<file path="config.mk">
export PLATFORM = sky130hd
export DESIGN_NAME = fetch_sequencer_flat
export DESIGN_NICKNAME = d
export VERILOG_FILES = /design/src/rtl/fetch_sequencer_if.sv /design/src/rtl/fetch_sequencer.sv /design/src/flat_wrapper.sv
export SDC_FILE = /design/constraint.sdc
export NUM_CORES = 1
export LEC_CHECK = 0
export ABC_AREA = 1
export CAP_MARGIN = 20
export CORE_MARGIN = 2
export CORE_UTILIZATION = 52
export DETAILED_ROUTE_END_ITERATION = 10
export GPL_TIMING_DRIVEN = 0
export PLACE_DENSITY = 0.86
export SETUP_SLACK_MARGIN = 0.2
export SLEW_MARGIN = 15
export SYNTH_ARGS = -nofsm -noshare
export SYNTH_HDL_FRONTEND = slang
export SYNTH_SLANG_ARGS = --single-unit
</file>
<file path="constraint.sdc">
create_clock -name clk -period 3.24 [get_ports clk]
set_input_delay 0.81 -clock clk [delete_from_list [all_inputs] [get_ports clk]]
set_output_delay 0.81 -clock clk [all_outputs]
set_load 0.01 [all_outputs]
</file>
<file path="src/rtl/fetch_sequencer_if.sv">
// fetch_sequencer_if: instruction-memory fetch bus.
//   master (fetch side)  : drives imem_req, imem_addr; samples imem_rdata, imem_ready
//   slave  (memory side) : samples imem_req, imem_addr; drives imem_rdata, imem_ready
// A fetch is accepted on a rising edge where imem_req and imem_ready are both high.
interface fetch_sequencer_if #(
    parameter int ADDR_W = 32
);
    logic              imem_req;
    logic [ADDR_W-1:0] imem_addr;
    logic [31:0]       imem_rdata;
    logic              imem_ready;

    modport master (
        output imem_req,
        output imem_addr,
        input  imem_rdata,
        input  imem_ready
    );

    modport slave (
        input  imem_req,
        input  imem_addr,
        output imem_rdata,
        output imem_ready
    );
endinterface

</file>
<file path="src/rtl/fetch_sequencer.sv">
// fetch_sequencer: instruction-fetch controller for the pipelined core.
// Owns the PC, issues word-aligned fetch addresses over the imem bus and
// maintains the IF/ID pipeline register. Handles hazard freeze, taken-branch
// redirect/flush and slow memory responses.
// Ports:
//   clk, rst       : clock, synchronous active-high reset
//   freeze         : hazard stall from ID, holds PC and IF/ID
//   branch_taken   : redirect from EX, flushes IF/ID
//   branch_addr    : redirect target byte address (low bits ignored)
//   imem           : fetch bus (master side)
//   if_valid       : IF/ID holds a real instruction
//   if_instr       : IF/ID instruction word
//   if_pc          : IF/ID PC+4 of that instruction
module fetch_sequencer #(
    parameter int              ADDR_W   = 32,
    parameter logic [ADDR_W-1:0] RESET_PC = 32'd0,
    parameter int              PC_STEP  = 4
) (
    input  logic                clk,
    input  logic                rst,
    input  logic                freeze,
    input  logic                branch_taken,
    input  logic [ADDR_W-1:0]   branch_addr,
    fetch_sequencer_if.master   imem,
    output logic                if_valid,
    output logic [31:0]         if_instr,
    output logic [ADDR_W-1:0]   if_pc
);

    typedef enum logic [0:0] {
        ST_FETCH = 1'b0,
        ST_HOLD  = 1'b1
    } state_t;

    // Clears the two byte-offset bits so every PC is word aligned.
    localparam logic [ADDR_W-1:0] ALIGN_MASK = ~(ADDR_W'(3));
    localparam logic [ADDR_W-1:0] STEP_W     = ADDR_W'(PC_STEP);

    state_t            state_r;
    state_t            state_next_s;
    logic [ADDR_W-1:0] pc_r;
    logic [ADDR_W-1:0] pc_seq_s;
    logic [ADDR_W-1:0] branch_aligned_s;
    logic [31:0]       hold_instr_r;
    logic              if_valid_r;
    logic [31:0]       if_instr_r;
    logic [ADDR_W-1:0] if_pc_r;
    logic              req_s;
    logic              accept_s;

    // Wraps modulo 2^ADDR_W by construction.
    assign pc_seq_s         = pc_r + STEP_W;
    assign branch_aligned_s = branch_addr & ALIGN_MASK;
    assign accept_s         = req_s & imem.imem_ready;

    assign if_valid = if_valid_r;
    assign if_instr = if_instr_r;
    assign if_pc    = if_pc_r;

    // State register.
    always_ff @(posedge clk) begin
        if (rst) begin
            state_r <= ST_FETCH;
        end else begin
            state_r <= state_next_s;
        end
    end

    // Next-state logic; a taken branch always returns to FETCH.
    always_comb begin
        state_next_s = state_r;
        if (branch_taken) begin
            state_next_s = ST_FETCH;
        end else begin
            case (state_r)
                ST_FETCH: begin
                    if (accept_s && freeze) begin
                        state_next_s = ST_HOLD;
                    end else begin
                        state_next_s = ST_FETCH;
                    end
                end
                ST_HOLD: begin
                    if (!freeze) begin
                        state_next_s = ST_FETCH;
                    end else begin
                        state_next_s = ST_HOLD;
                    end
                end
                default: state_next_s = ST_FETCH;
            endcase
        end
    end

    // Bus outputs: request only in FETCH and never while reset is asserted.
    always_comb begin
        req_s          = 1'b0;
        imem.imem_addr = pc_r & ALIGN_MASK;
        if (rst) begin
            req_s = 1'b0;
        end else if (state_r == ST_FETCH) begin
            req_s = 1'b1;
        end else begin
            req_s = 1'b0;
        end
        imem.imem_req = req_s;
    end

    // PC, IF/ID register and hold buffer; reset beats branch beats everything else.
    always_ff @(posedge clk) begin
        if (rst) begin
            pc_r         <= RESET_PC & ALIGN_MASK;
            if_valid_r   <= 1'b0;
            if_instr_r   <= 32'd0;
            if_pc_r      <= '0;
            hold_instr_r <= 32'd0;
        end else if (branch_taken) begin
            // Flush: any word accepted this cycle is dropped.
            pc_r         <= branch_aligned_s;
            if_valid_r   <= 1'b0;
            if_instr_r   <= 32'd0;
            if_pc_r      <= '0;
            hold_instr_r <= 32'd0;
        end else begin
            case (state_r)
                ST_FETCH: begin
                    if (accept_s) begin
                        if (freeze) begin
                            // Park the word until ID can take it.
                            hold_instr_r <= imem.imem_rdata;
                        end else begin
                            if_instr_r <= imem.imem_rdata;
                            if_pc_r    <= pc_seq_s;
                            if_valid_r <= 1'b1;
                            pc_r       <= pc_seq_s;
                        end
                    end else if (!freeze) begin
                        // Memory not ready: insert a bubble.
                        if_valid_r <= 1'b0;
                    end else begin
                        if_valid_r <= if_valid_r;
                    end
                end
                ST_HOLD: begin
                    if (!freeze) begin
                        if_instr_r <= hold_instr_r;
                        if_pc_r    <= pc_seq_s;
                        if_valid_r <= 1'b1;
                        pc_r       <= pc_seq_s;
                    end else begin
                        if_valid_r <= if_valid_r;
                    end
                end
                default: begin
                    if_valid_r <= 1'b0;
                end
            endcase
        end
    end

endmodule
</file>
<file path="src/flat_wrapper.sv">
// flat-port wrapper written by rule: the top's interface ports become plain ports
module fetch_sequencer_flat 
#(
    parameter int              ADDR_W   = 32,
    parameter logic [ADDR_W-1:0] RESET_PC = 32'd0,
    parameter int              PC_STEP  = 4
)
  (clk, rst, freeze, branch_taken, branch_addr, if_valid, if_instr, if_pc, imem_imem_req, imem_imem_addr, imem_imem_rdata, imem_imem_ready);
  fetch_sequencer_if #(.ADDR_W(ADDR_W)) imem_i ();
  input  logic clk;
  input  logic rst;
  input  logic freeze;
  input  logic branch_taken;
  input  logic [ADDR_W-1:0] branch_addr;
  output logic if_valid;
  output logic [31:0] if_instr;
  output logic [ADDR_W-1:0] if_pc;
  output wire logic [$bits(imem_i.imem_req)-1:0] imem_imem_req;
  output wire logic [$bits(imem_i.imem_addr)-1:0] imem_imem_addr;
  input wire logic [$bits(imem_i.imem_rdata)-1:0] imem_imem_rdata;
  input wire logic [$bits(imem_i.imem_ready)-1:0] imem_imem_ready;
  assign imem_imem_req = imem_i.imem_req;
  assign imem_imem_addr = imem_i.imem_addr;
  assign imem_i.imem_rdata = imem_imem_rdata;
  assign imem_i.imem_ready = imem_imem_ready;
  fetch_sequencer #(.ADDR_W(ADDR_W), .RESET_PC(RESET_PC), .PC_STEP(PC_STEP)) u_core (.clk(clk), .rst(rst), .freeze(freeze), .branch_taken(branch_taken), .branch_addr(branch_addr), .imem(imem_i), .if_valid(if_valid), .if_instr(if_instr), .if_pc(if_pc));
endmodule
</file>
* After elaboration in Yosys (flattened, before gate mapping)
Cells that the tools add are included.
W data, S select, Z words.
** Operators by class
- $add $sub $neg :: 1
- Equal/unequal tests :: 5
- Mux-type cells :: 20
- Bitwise operators :: 2
- Reductions and logical operators :: 4
** Operator list (number)
- $mux W32 :: 8
- $pmux W32 S2 :: 3
- $add A32 B3 Y32 const B :: 1
- $mux W1 :: 7
- $ne A3 B2 Y1 const B :: 2
- $reduce_and A3 Y1 :: 2
- $ne A2 B2 Y1 const B :: 2
- $pmux W1 S2 :: 2
- $ne A2 B1 Y1 const B :: 1
- $reduce_or A2 Y1 :: 1
- $and A1 B1 Y1 :: 1
- $logic_and A1 B1 Y1 :: 1
- $not A1 Y1 :: 1
** Storage, ports and cells
- Register bits :: 130
- Output and inout port bits :: 98
- Logic and storage cells :: 39

* Longest topological paths before layout
- Depth after elaboration :: 6
- Mapped depth :: 11
- Gate-level depth less buffers :: 9

* Worst setup path after synthesis
OpenSTA, ideal clock, no wires.
- Path kind :: input port to flip-flop
- Start point :: input port branch_taken
- End point :: register u_core.pc_r[24]
- Library setup time :: 0.059 ns
- Arrival time :: 1.783 ns
- Data required time :: 3.181 ns
- Setup slack :: 1.398 ns
- Stages on the path :: 7
- Cells stage by stage :: buf_2 -> nor2_2 -> nand3_2 -> inv_2 -> buf_4 -> nand3_1 -> nand2_1
** Between the ends
- Longest elaborated chain between the ends :: 1
** RTL lines
- start: declaration :: RTL line flat_wrapper.sv:13 : input logic branch_taken;
- $ne A3 B2 Y1 (no source line) / $mux W32 (equally long branches)
- end signal: assignment :: RTL line fetch_sequencer.sv:112 : pc_r <= RESET_PC & ALIGN_MASK;
- end signal: assignment :: RTL line fetch_sequencer.sv:119 : pc_r <= branch_aligned_s;
- end signal: assignment :: RTL line fetch_sequencer.sv:135 : pc_r <= pc_seq_s;
- end: declaration :: RTL line fetch_sequencer.sv:41 : logic [ADDR_W-1:0] pc_r;
Several ways; a longest one is shown, not always the timed one.
A chain may end at the register's enable or synchronous reset.

* Worst setup path in the final report
- Start point :: input port rst
- End point :: output port imem_imem_req
** Between the ends
- Longest elaborated chain between the ends :: 1
** RTL lines
- start: declaration :: RTL line flat_wrapper.sv:11 : input logic rst;
- $mux W1 :: RTL line fetch_sequencer.sv:99 : if (rst) begin
- end: declaration :: RTL line flat_wrapper.sv:18 : output wire logic [$bits(imem_i.imem_req)-1:0] imem_imem_req;
Every way passes these cells.

==> flow_metrics.tcl <==
set metrics [dict create \
    pre_cts_slack_ns 0.3639 \
    hpwlAfterDp_um 12720 \
    first_global_vias 5723 \
    crit_path_max_incr_delay_ns 0.55 \
    fillers 871 \
    initial_core_util_pct 53.47 \
    path_max_fanout 5 \
    power_density_nw_per_um2 491.9 \
    reg2reg_slack_ns 1.23 \
    critical_path.startpoint "rst" \
    drc 0 \
    holdPathStages 2 \
    hold_path_class "flop to flop" \
    synth_cells 885 \
    ant_nets 0 \
    cts.sink_count 126 \
    endpoint_kind "output pin" \
    finalPower_uw 4020 \
    wirelength_um 17950 \
    setup_ws_ns 0.3591 \
    tightestPinTransition_ns 0.5567 \
    p_leak_uw 0.003446 \
    synthTopCellsByArea "dfxtp_1 (44%), nand2_1 (20%), nand3_1 (8.5%), nor2_1 (6.7%), o21ai_0 (6.4%)" \
    fmax_mhz 347.1 \
    clk_path_buf_depth 2 \
    fin_crit_sh_pct 88.92 \
    first_pass_iters 6 \
    numCtsBuffers 17 \
    reg2reg_depth 8 \
    grt_usage_pct 30.22 \
    routedWlPerCell_um 14.74 \
    worstPathRequired_ns 2.43 \
    drt_iter0_markers 458 \
    path_clk_slew_ns 0.06 \
    synth_area_per_cell_um2 6.550 \
    dieArea_um2 12010 \
    synth-seq-cells 126 \
    n_antenna_cell 0 \
    setup_tns_ns 0 \
    yosysTopAreaCellShare_pct 43.51 \
    slew_violations 0 \
    vias 6431 \
    nNetsFinal 1136 \
    num_rows 38 \
    run_status "finished clean" \
    drive_gt1_share_pct 6.772 \
    ioPinCount 167 \
    rr_endpoint "u_core.pc_r[20]" \
    crit_chain "clkdlybuf4s50_1 > nor2_4 > clkdlybuf4s50_1" \
    fin_skew_ns 0.01047 \
    slew_headroom_pct 62.88 \
    grt_antenna_before_repair 0 \
    setup_viol 0 \
    grt_setup_unrepaired "no" \
    hp-start "u_core.hold_instr_r[31]" \
    grt_first_pass_wirelength_um 28150 \
    clock_latency_ns 0.53 \
    cts_tree "done" \
    overflow 0 \
    core_area_um2 10840 \
    crit_type "primary input to output pin" \
    ys_types 27 \
    h-tree-depth 4 \
    endpoint "imem_imem_req" \
    final_area_um2 8172 \
    critPathSlowestCell "clkdlybuf4s50_1" \
    cp_common_cell "clkdlybuf4s50_1" \
    synthesis.area_um2 5797 \
    cap_violations 0 \
    cts_resized 0 \
    routabilityCongestion 0.9381 \
    numPortBuffers 159 \
    yosys.area.top_type "dfxtp_1" \
    die_y_um 109.6 \
    period_minus_slack_ns 2.881 \
    yosysWarningCount 0 \
    postCtsSetupBuffers 0 \
    ctsHoldBuffers 0 \
    final_util_pct 75.38 \
    synth_seq_area_share_pct 43.51 \
    peakVddDrop_v 0.0003231 \
    cts-root-buf "clkbuf_8" \
    areaGrowthSynthToFinish_pct 40.97 \
    r2r-start "u_core.pc_r[2]" \
    finalHoldViolCount 0 \
    placed_area_um2 7575 \
    critPathLaunchType "primary input" \
    vias_per_cell 5.280 \
    grt_max_degree 17 \
    die_x_um 109.6 \
    arrival_ns 2.07 \
]
cell usage after synthesis, drive strengths merged:
cell / instances
clkbuf: 22
nand2: 313
xor2: 2
a21oi: 38
conb: 1
buf: 27
nand4: 1
nor3: 1
or2: 1
nor2: 108
inv: 56
nand3: 100
o21ai: 84
ha: 1
dfxtp: 126
and2: 2
nand3b: 2
worst min-delay path by stage:
stage	endpoint
2_1_floorplan	u_core.hold_instr_r[26]
3_3_place_gp	u_core.hold_instr_r[29]
3_5_place_dp	u_core.hold_instr_r[27]
4_1_cts	u_core.hold_instr_r[26]
5_1_grt	u_core.hold_instr_r[29]
6_report	u_core.hold_instr_r[31]
where the power goes:
| part | leakage [uW] | internal (uW) | switching (uW) | total [uW] |
|---|---|---|---|---|
| clock | 0.000283 | 1180 | 766 | 1950 |
| sequential | 0.00102 | 1590 | 42.9 | 1640 |
| combinational | 0.00214 | 206 | 228 | 434 |
| total | 0.00345 | 2980 | 1040 | 4020 |
kinds of logic after synthesis:
kind of cell	share of synthesized area, %
simple gates	37.49
flops	43.51
xor+xnor	0.3022
other cells	0.06469
buf+inv	7.878
fa+ha+maj	0.2158
compound gates	10.53
worst max-delay path: cells and delay by family:
| family | cells | cell delay (ns) |
|---|---|---|
| AND/OR/NAND/NOR | 1 | 0.17 |
| buffers and inverters | 2 | 1.09 |
area by class of cell:
type,instances,area [um^2],share of cell area [%]
Multi-Input combinational cell,657,2829,34.62
Sequential cell,126,2522,30.87
Timing Repair Buffer,159,1592,19.48
Clock buffer,17,414.1,5.068
Buffer,49,246.5,3.016
Inverter,56,210.2,2.572
Clock inverter,14,182.7,2.235
Tap cell,140,175.2,2.144
sequential cells by signal (all words and copies together), names as in the netlist:
signal               cells
u_core.if_valid          1
u_core.state_r           1
u_core.pc_r             30
u_core.if_pc            30
u_core.if_instr         32
u_core.hold_instr_r     32
metrics by stage:
step,cells,hold WS (ns)
finish,1218,0.4462
CTS,1218,0.4495
detailed placement,1187,0.4401
floorplan,888,0.4240
global route,1218,0.4654
global placement,1187,0.4320
routing by layer:
metal,routed length [um],vias up,global-route usage [%],share of wire (%)
met1,7729,2876,41.15,43
met2,8105,341,47.22,45
li1,-,3170,-,-
met4,451,0,10.67,2.5
met3,1663,44,6.817,9.3
met5,0,-,0,0
cell usage in the layout (no fill, tap or decap), drive strengths merged:
master	instances
buf	27
nor3	1
o21ai	84
nor2	108
dfxtp	126
conb	4
nand4	1
a21oi	38
clkdlybuf4s50	159
and2	2
nand3b	2
clkinvlp	3
clkinv	2
xor2	2
clkbuf	39
inv	62
nand3	100
nand2	313
bufinv	3
ha	1
or2	1
Power figures use the tool's default switching activity.
